File: config.mk
export PLATFORM = sky130hd
export DESIGN_NAME = elevator_step_tracker
export DESIGN_NICKNAME = d
export VERILOG_FILES = /design/src/rtl/elevator_step_tracker.sv
export SDC_FILE = /design/constraint.sdc
export NUM_CORES = 1
export LEC_CHECK = 0
export BUFFER_PORTS_ARGS = -buffer_cell sky130_fd_sc_hd__buf_4
export CAP_MARGIN = 20
export CELL_PAD_IN_SITES_DETAIL_PLACEMENT = 1
export CELL_PAD_IN_SITES_GLOBAL_PLACEMENT = 1
export CORE_ASPECT_RATIO = 0.9
export CORE_UTILIZATION = 25
export CTS_CLUSTER_DIAMETER = 80
export CTS_CLUSTER_SIZE = 40
export DETAILED_ROUTE_END_ITERATION = 8
export PLACE_DENSITY = 0.59
export RECOVER_POWER = 50
export REMOVE_ABC_BUFFERS = 1
export SYNTH_ARGS = -nofsm -noshare
export SYNTH_HDL_FRONTEND = slang
export SYNTH_SLANG_ARGS = --single-unit
File: constraint.sdc
create_clock -name clk -period 3.6 [get_ports clk]
set_input_delay 0.36 -clock clk [delete_from_list [all_inputs] [get_ports clk]]
set_output_delay 0.36 -clock clk [all_outputs]
set_load 0.01 [all_outputs]
File: src/rtl/elevator_step_tracker.sv
// Tracks elevator car position by decoding a 4-wire stepper phase word into
// up/down steps, counting floors, and flagging skipped, illegal and out-of-range motion.
module elevator_step_tracker #(
    parameter int STEPS_PER_FLOOR = 200,
    parameter int NUM_FLOORS      = 8,
    parameter int STALL_CYCLES    = 480000
) (
    input  logic       clk,
    input  logic       rst,
    input  logic [3:0] motor_in,
    input  logic       clr_err,
    output logic       step_pulse,
    output logic       step_dir,
    output logic [2:0] floor,
    output logic [7:0] step_in_floor,
    output logic       arrive,
    output logic       moving,
    output logic       err_skip,
    output logic       err_illegal,
    output logic       err_limit
);

    localparam int                IDLE_W    = $clog2(STALL_CYCLES + 1);
    localparam logic [IDLE_W-1:0] IDLE_MAX  = IDLE_W'(STALL_CYCLES);
    localparam logic [7:0]        SIF_MAX   = 8'(STEPS_PER_FLOOR - 1);
    localparam logic [2:0]        TOP_FLOOR = 3'(NUM_FLOORS - 1);

    typedef enum logic {UNANCHORED, ANCHORED} state_t;

    state_t            state;
    logic [3:0]        phase_q;
    logic [1:0]        last_phase;
    logic [IDLE_W-1:0] idle_cnt;

    logic              code_valid, code_zero;
    logic [1:0]        code_idx, delta;
    logic              want_up, want_down, set_skip, set_illegal, set_limit;
    logic              accept_up, accept_down, accept;
    logic [7:0]        sif_next;
    logic [2:0]        floor_next;
    logic [IDLE_W-1:0] idle_next;

    // NOTE: every always_comb output gets a default first so no path leaves it unassigned (no latch).
    always_comb begin
        code_valid = 1'b1;
        code_zero  = 1'b0;
        code_idx   = 2'd0;
        case (phase_q)
            4'b1001: code_idx = 2'd0;
            4'b1010: code_idx = 2'd1;
            4'b0110: code_idx = 2'd2;
            4'b0101: code_idx = 2'd3;
            4'b0000: begin code_valid = 1'b0; code_zero = 1'b1; end
            default: code_valid = 1'b0;
        endcase
    end

    // Phase distance wraps naturally in 2 bits: 1 = up, 3 = down, 2 = skipped phase.
    assign delta       = code_idx - last_phase;
    assign want_up     = (state == ANCHORED) && code_valid && (delta == 2'd1);
    assign want_down   = (state == ANCHORED) && code_valid && (delta == 2'd3);
    assign set_skip    = (state == ANCHORED) && code_valid && (delta == 2'd2);
    assign set_illegal = !code_valid && !code_zero;

    assign accept_up   = want_up   && !(floor == TOP_FLOOR && step_in_floor == 8'd0);
    assign accept_down = want_down && !(floor == 3'd0      && step_in_floor == 8'd0);
    assign accept      = accept_up || accept_down;
    assign set_limit   = (want_up && !accept_up) || (want_down && !accept_down);

    always_comb begin
        sif_next   = step_in_floor;
        floor_next = floor;
        if (accept_up) begin
            if (step_in_floor == SIF_MAX) begin
                sif_next   = 8'd0;
                floor_next = floor + 3'd1;
            end else begin
                sif_next   = step_in_floor + 8'd1;
            end
        end else if (accept_down) begin
            if (step_in_floor == 8'd0) begin
                sif_next   = SIF_MAX;
                floor_next = floor - 3'd1;
            end else begin
                sif_next   = step_in_floor - 8'd1;
            end
        end
    end

    assign idle_next = accept ? '0 :
                       (idle_cnt == IDLE_MAX) ? IDLE_MAX : idle_cnt + IDLE_W'(1);

    // NOTE: sequential state uses non-blocking assignments so every register samples pre-edge values.
    always_ff @(posedge clk or posedge rst) begin
        if (rst) begin
            phase_q       <= 4'b0000;
            state         <= UNANCHORED;
            last_phase    <= 2'd0;
            floor         <= 3'd0;
            step_in_floor <= 8'd0;
            step_dir      <= 1'b0;
            step_pulse    <= 1'b0;
            arrive        <= 1'b0;
            moving        <= 1'b0;
            idle_cnt      <= IDLE_MAX;
            err_skip      <= 1'b0;
            err_illegal   <= 1'b0;
            err_limit     <= 1'b0;
        end else begin
            phase_q    <= motor_in;
            step_pulse <= 1'b0;
            arrive     <= 1'b0;
            idle_cnt   <= idle_next;
            if (accept)
                moving <= 1'b1;
            else if (idle_next == IDLE_MAX)
                moving <= 1'b0;

            case (state)
                UNANCHORED: begin
                    if (code_valid) begin
                        last_phase <= code_idx;
                        state      <= ANCHORED;
                    end
                end
                ANCHORED: begin
                    if (code_zero) begin
                        state <= UNANCHORED;
                    end else if (code_valid) begin
                        // Rejected limit steps and skips still re-anchor on the new phase.
                        last_phase <= code_idx;
                        if (accept) begin
                            step_pulse    <= 1'b1;
                            step_dir      <= accept_down;
                            floor         <= floor_next;
                            step_in_floor <= sif_next;
                            arrive        <= (sif_next == 8'd0);
                        end
                    end
                end
                default: state <= UNANCHORED;
            endcase

            // A new error in the same cycle wins over clr_err.
            err_skip    <= set_skip    || (err_skip    && !clr_err);
            err_illegal <= set_illegal || (err_illegal && !clr_err);
            err_limit   <= set_limit   || (err_limit   && !clr_err);
        end
    end

endmodule

Yosys cells after proc, flatten, opt, wreduce, memory -nomap -nowiden
Cells that the tools add are included.
- mux-type cells: 29
- add/subtract/negate cells: 6
- equality and inequality tests: 13
- reduce and logical (&&, ||, !) cells: 36
- bitwise logic cells: 2
- operator list (kind ; count):
    $eq 19x19->1 const B ; 2
    $mux 19 ; 2
    $mux 8 ; 4
    $add 19x1->19 const B ; 1
    $logic_not 8->1 ; 2
    $logic_and 1x1->1 ; 14
    $mux 1 ; 14
    $mux 3 ; 4
    $add 8x1->8 const B ; 1
    $eq 4x3->1 const B ; 2
    $eq 4x4->1 const B ; 2
    $eq 8x8->1 const B ; 1
    $sub 8x1->8 const B ; 1
    $logic_not 1->1 ; 7
    $reduce_and 7->1 ; 1
    $pmux 2 s3 ; 1
    $reduce_bool 2->1 ; 3
    $logic_or 1x1->1 ; 5
    $eq 2x2->1 const B ; 2
    $logic_not 4->1 ; 1
    $mux 2 ; 2
    $pmux 2 s2 ; 1
    $reduce_and 4->1 ; 1
    $reduce_or 4->1 ; 1
    10 further kinds ; 11
- register bits: 44
- output and inout bits: 18
- input bits: 7
- logic and storage cells: 99

Depth between registers and ports, before layout
- depth after elaboration: 13
- gate-level depth with buffers: 12
- gate-level depth less buffers: 12

Worst setup path after synthesis
Ideal clock, no wire load.
- path kind: flip-flop to flip-flop
- start point: register phase_q[2]
- end point: register arrive
- slack: 0.728 ns
- required time: 3.499 ns
- cell stages (with the launch flop): 13
- path buffers: 1
- data arrival time: 2.771 ns
- library setup time: 0.101 ns
- clock period less this slack: 2.872 ns
- path through: dfrtp_1 nor2b_1 nor3b_1 a31oi_1 ha_1 inv_1 nand3_4 or3_4 buf_6 or2_1 a21boi_2 o2111ai_1 nor4_1
- word-level cells in the longest chain between the ends: 13
- elaborated cells between the ends (all ways): 25
- classes of those cells: add/sub (1); eq/ne (6); mux (9); reduce/logical (9)
- RTL lines (what ; line ; RTL):
    start: declaration ; 31 ; logic [3:0] phase_q;
    start signal: assignment ; 110 ; phase_q <= motor_in;
    $eq 4x3->1 or $eq 4x4->1 (tied branches) ; 48 ; case (phase_q)
    $pmux 2 s3 or $reduce_or 4->1 (tied branches) ; n/a ;
    $sub 2x2->2 or $mux 1 (tied branches) ; 59, 48 ;
    $eq 2x2->1 or $logic_and 1x1->1 (tied branches) ; 61, 60 ;
    $logic_and 1x1->1 ; 61 ; assign want_down = (state == ANCHORED) && code_valid && (delta == 2'd3);
    $logic_and 1x1->1 ; 66 ; assign accept_down = want_down && !(floor == 3'd0 && step_in_floor == 8'd0);
    $mux 8 ; 80 ; end else if (accept_down) begin
    $mux 8 ; 73 ; if (accept_up) begin
    $logic_not 8->1 ; 137 ; arrive <= (sif_next == 8'd0);
    $mux 1 ; 132 ; if (accept) begin
    $mux 1 ; 129 ; end else if (code_valid) begin
    $mux 1 (*) ; 127 ; if (code_zero) begin
    $mux 1 (*) ; 119 ; case (state)
    end signal: assignment ; 137 ;
    end: declaration ; 16 ; output logic arrive,
Mark *: on every way between the ends. The rest lies on a longest branch, timed or not.
A chain may end at the register's enable or synchronous reset.

Worst setup path in the final report
Ends and elaborated chain as after synthesis.

==> metrics list <==
- Die Outline Area: between 10000 and 15000 um^2
- Number of different library cells in the post-synthesis netlist: approximately 60
- Final weighted congestion in routability-driven placement: 0.748
* Outcome: complete, but fails checks
* Critical path cell sequence: nor2b_1 -> nor3b_1 -> a31oi_1 -> ha_1 -> xor2_1 -> mux2i_1 -> nor3_4 -> o31ai_1 -> o2111ai_1 -> nor4_1
- Dominant cell by count in the synthesized netlist: nor2_1
- Leakage power of the design: 1.29 nW
- Mean Syn Cell Area: a little over 9 um^2
- Buffers added to address setup during post-CTS repair amount to 0.
- Portion of total power attributed to the clock network: 0.268
* Area growth from synthesis to final layout: 17.8%
- TritonCTS clock tree: built
* Total negative slack for setup checks: 0 ps
- The critical path in this run is classified as reg -> reg.
- Clock slew at reported path FFs: roughly 60 ps
- Signal routing reaches up to met4.
* Resized Gates After CTS: 0
- Count of hold-fix buffers inserted at cts: 0
- Post-DR vias/cell: 5.06
- The worst setup path is launched from a flop.
* Fin crit period: between 3000 and 4000 ps
- Placeable core region: about 10000 um^2
* Starting DRT DRC Count: just under 100
- Net total in the final layout: 322
- The final reports fail on capacitance limit, slew limit.
- Setup repair after global routing left no endpoint under its margin.
- Pin count of the biggest net entering global routing: 45
- H-tree depth: 2
- I/O pin count: 25
- The worst setup path is captured at a flop.
* Crit path max-delay cell type: mux2i_1
- Data on the critical path is required at its endpoint by 3770 ps.
- Detailed placement finished with a half-perimeter wire length of just under 5000 um.
- The count of final hold-check violations is 0.
- The largest single stage delay on the critical path is about 600 ps.
* Clock tree buffer depth: 2
- The first detailed-routing pass took 4 iterations.
- Once detail routing completed, the nets flagged for antenna violations numbered 0.
- Between clock sinks in the finished design, the worst skew comes to between 5 and 6 ps.
* Number of antenna violations at the first check in global routing: 0
- Count of flip-flops with a built-in enable after synthesis: 0
- Psw: roughly 0.73 mW
- The share of synthesized area in the top cell type comes to 0.357.
* Transition at the pin with the smallest max-transition slack: about 1700 ps
- Timing would allow up to between 300 and 400 MHz.
- Power Density: between 600 and 700 nW/um^2
* Worst hold-check path type: in -> reg
- Switching power share of the total: 0.380
- Routed length on met1: around 3400 um
- Worst supply voltage drop on vdd: around 0.20 mV
- Dividing the final minimum period by the clock period gives 0.898.
- CP max FO: 9
- During synthesis, Yosys emitted a total of 0 warnings.
* Horizontal extent of the die: between 100 and 150 um
- The floorplan has 34 rows.
* Sink count of the clock tree: 44
* Wire length after detailed routing: between 6000 and 7000 um
- The via count of the first global-routing pass came to approximately 2300.
- After detailed routing, the average wire length per cell comes to about 15 um.
* Worst slack on hold paths: between 200 and 250 ps
* Overflow left after global routing: 0
- Clock latency of the later-clocked register in the worst-skew pair: approximately 280 ps
- In the synthesized netlist the async set-or-reset flop fraction comes to 1.00.
* Overall fraction of global-route tracks in use: 0.138
* Number of setup violations in the final report: 0
- Arrival time at the worst endpoint: roughly 3400 ps
- In this run, synthesis produced a sequential element count of 44.
- Die boundary height: 98.7 um
* Reg power frac: 0.405
- Measured against its own limit, the worst slew margin works out to -0.130.
- By area the synthesized netlist is led by dfrtp_1 36%, dfstp_2 7.1%, nor2_1 6.1%.
- Port buffering added 24 buffers.
- Share of final-layout standard cells stronger than drive strength 1: 0.152
- The commonest cells after synthesis are 42 x nor2_1, 37 x dfrtp_1, 16 x inv_1.
- Wire segments on met2 add up to 3070 um in the final route.
- Share of the yosys chip area belonging to registers: 0.427
* Max Cap Viol: 1
* Utilization of the core after routing: 0.310
- Post-Syn Area: 2600 um^2
- Cell internal power was estimated by the tool at ~1.2 mW.
- The initial utilization of the core area, before any placement, comes to 0.263.
- Counting the fill cells in the layout gives between 1000 and 1500.
- Clock Root Buffer: clkbuf_16
* Number of vias after detailed routing: 2208
* Routed wl met3: between 200 and 250 um
* DRC: 0
- The number of slew-limit violations in the final report came to 45.
- Most instantiated flip-flop cell in the synthesis netlist: dfrtp_1
* Number of cells produced by synthesis: about 290
* Area leader, netlist: dfrtp_1
- Share of power burned in combinational logic: 0.327
- Antenna diode instance count: 0
- The first global-routing pass estimated 11600 um of wire.
* Number of buffers created by CTS: 5
[worst max-delay path: cells and delay by family (launching register included)]
kind	cells	cell delay, ps
AOI/OAI and AO/OA	3	770
xor gates and xnor gates	1	330
adders and majority gates	1	200
DFF	1	430
muxes	1	600
and+or+nand+nor	4	800
[flip-flops by register name, indices dropped and copies added, names as in the netlist, 2 cells and up]
name	flops
phase_q	4
step_in_floor	8
floor	3
idle_cnt	19
last_phase	2
[power groups by stage]
stage	clock (mW)	sequential, mW	combinational, mW
floorplan	0	0.754	0.396
global placement	0	0.779	0.625
detailed placement	0	0.784	0.637
CTS	0.532	0.776	0.642
global route	0.553	0.798	0.712
finish	0.514	0.777	0.627
[final timing paths]
check,from,to,slack [ps],cells past startpoint
max in group asynchronous,rst,idle_cnt[13]$_DFF_PP0_,2000,2
hold / removal,motor_in[1],phase_q[1]$_DFF_PP0_,200,1
setup reg to reg,phase_q[2]$_DFF_PP0_,arrive$_DFF_PP0_,370,10
hold reg to reg,err_skip$_DFF_PP0_,err_skip$_DFF_PP0_,510,2
min in group asynchronous,rst,phase_q[1]$_DFF_PP0_,620,2
setup / recovery,phase_q[2]$_DFF_PP0_,arrive$_DFF_PP0_,370,10
[placed cells by master (no fill, tap or decap), types with 3 or more instances in the layout]
master	instances
clkbuf_1	7
nor3_1	15
o31ai_1	4
clkbuf_4	5
dfstp_2	7
nand4_1	12
nor2_1	42
nand2_1	14
a31oi_1	4
dfrtp_1	37
nand3_1	11
a21oi_1	10
nor2b_1	5
xor2_1	12
inv_1	16
and3_1	4
xnor2_1	12
ha_1	5
or4_1	3
o21ai_0	11
nor4_1	4
o21a_1	3
buf_4	17
clkbuf_16	5
[routing by layer]
metal	GRT usage	vias up
met5	0	-
met1	0.200	1099
met3	0.0331	4
li1	-	1064
met2	0.205	41
met4	0.0359	0
[layout make-up]
class                   count  area (um^2)  area share
well taps                 126          158      0.0515
inverters                  17         63.8      0.0209
clock inverters             1         30.0     0.00982
repair buffers             27          184      0.0601
flip-flops and latches     44         1110       0.363
multi-input cells         214         1380       0.452
clock buffers               7          133      0.0434
[cell families after synthesis]
kind of cell / synth area share
mux: 0.0164
simple gates: 0.251
compound gates: 0.144
buf+inv: 0.0429
flops: 0.427
fa+ha+maj: 0.0318
xor+xnor: 0.0872
[metrics by stage]
step	cell area [um^2]	power, mW	std cells	setup slack (ps)
after global routing	3060	2.06	436	56.6
after CTS	3070	1.95	436	348
after detailed placement	2910	1.42	428	393
final	3060	1.92	436	368
after floorplan	2550	1.15	275	521
after global placement	2910	1.40	428	562
Power figures use the tool's default switching activity.
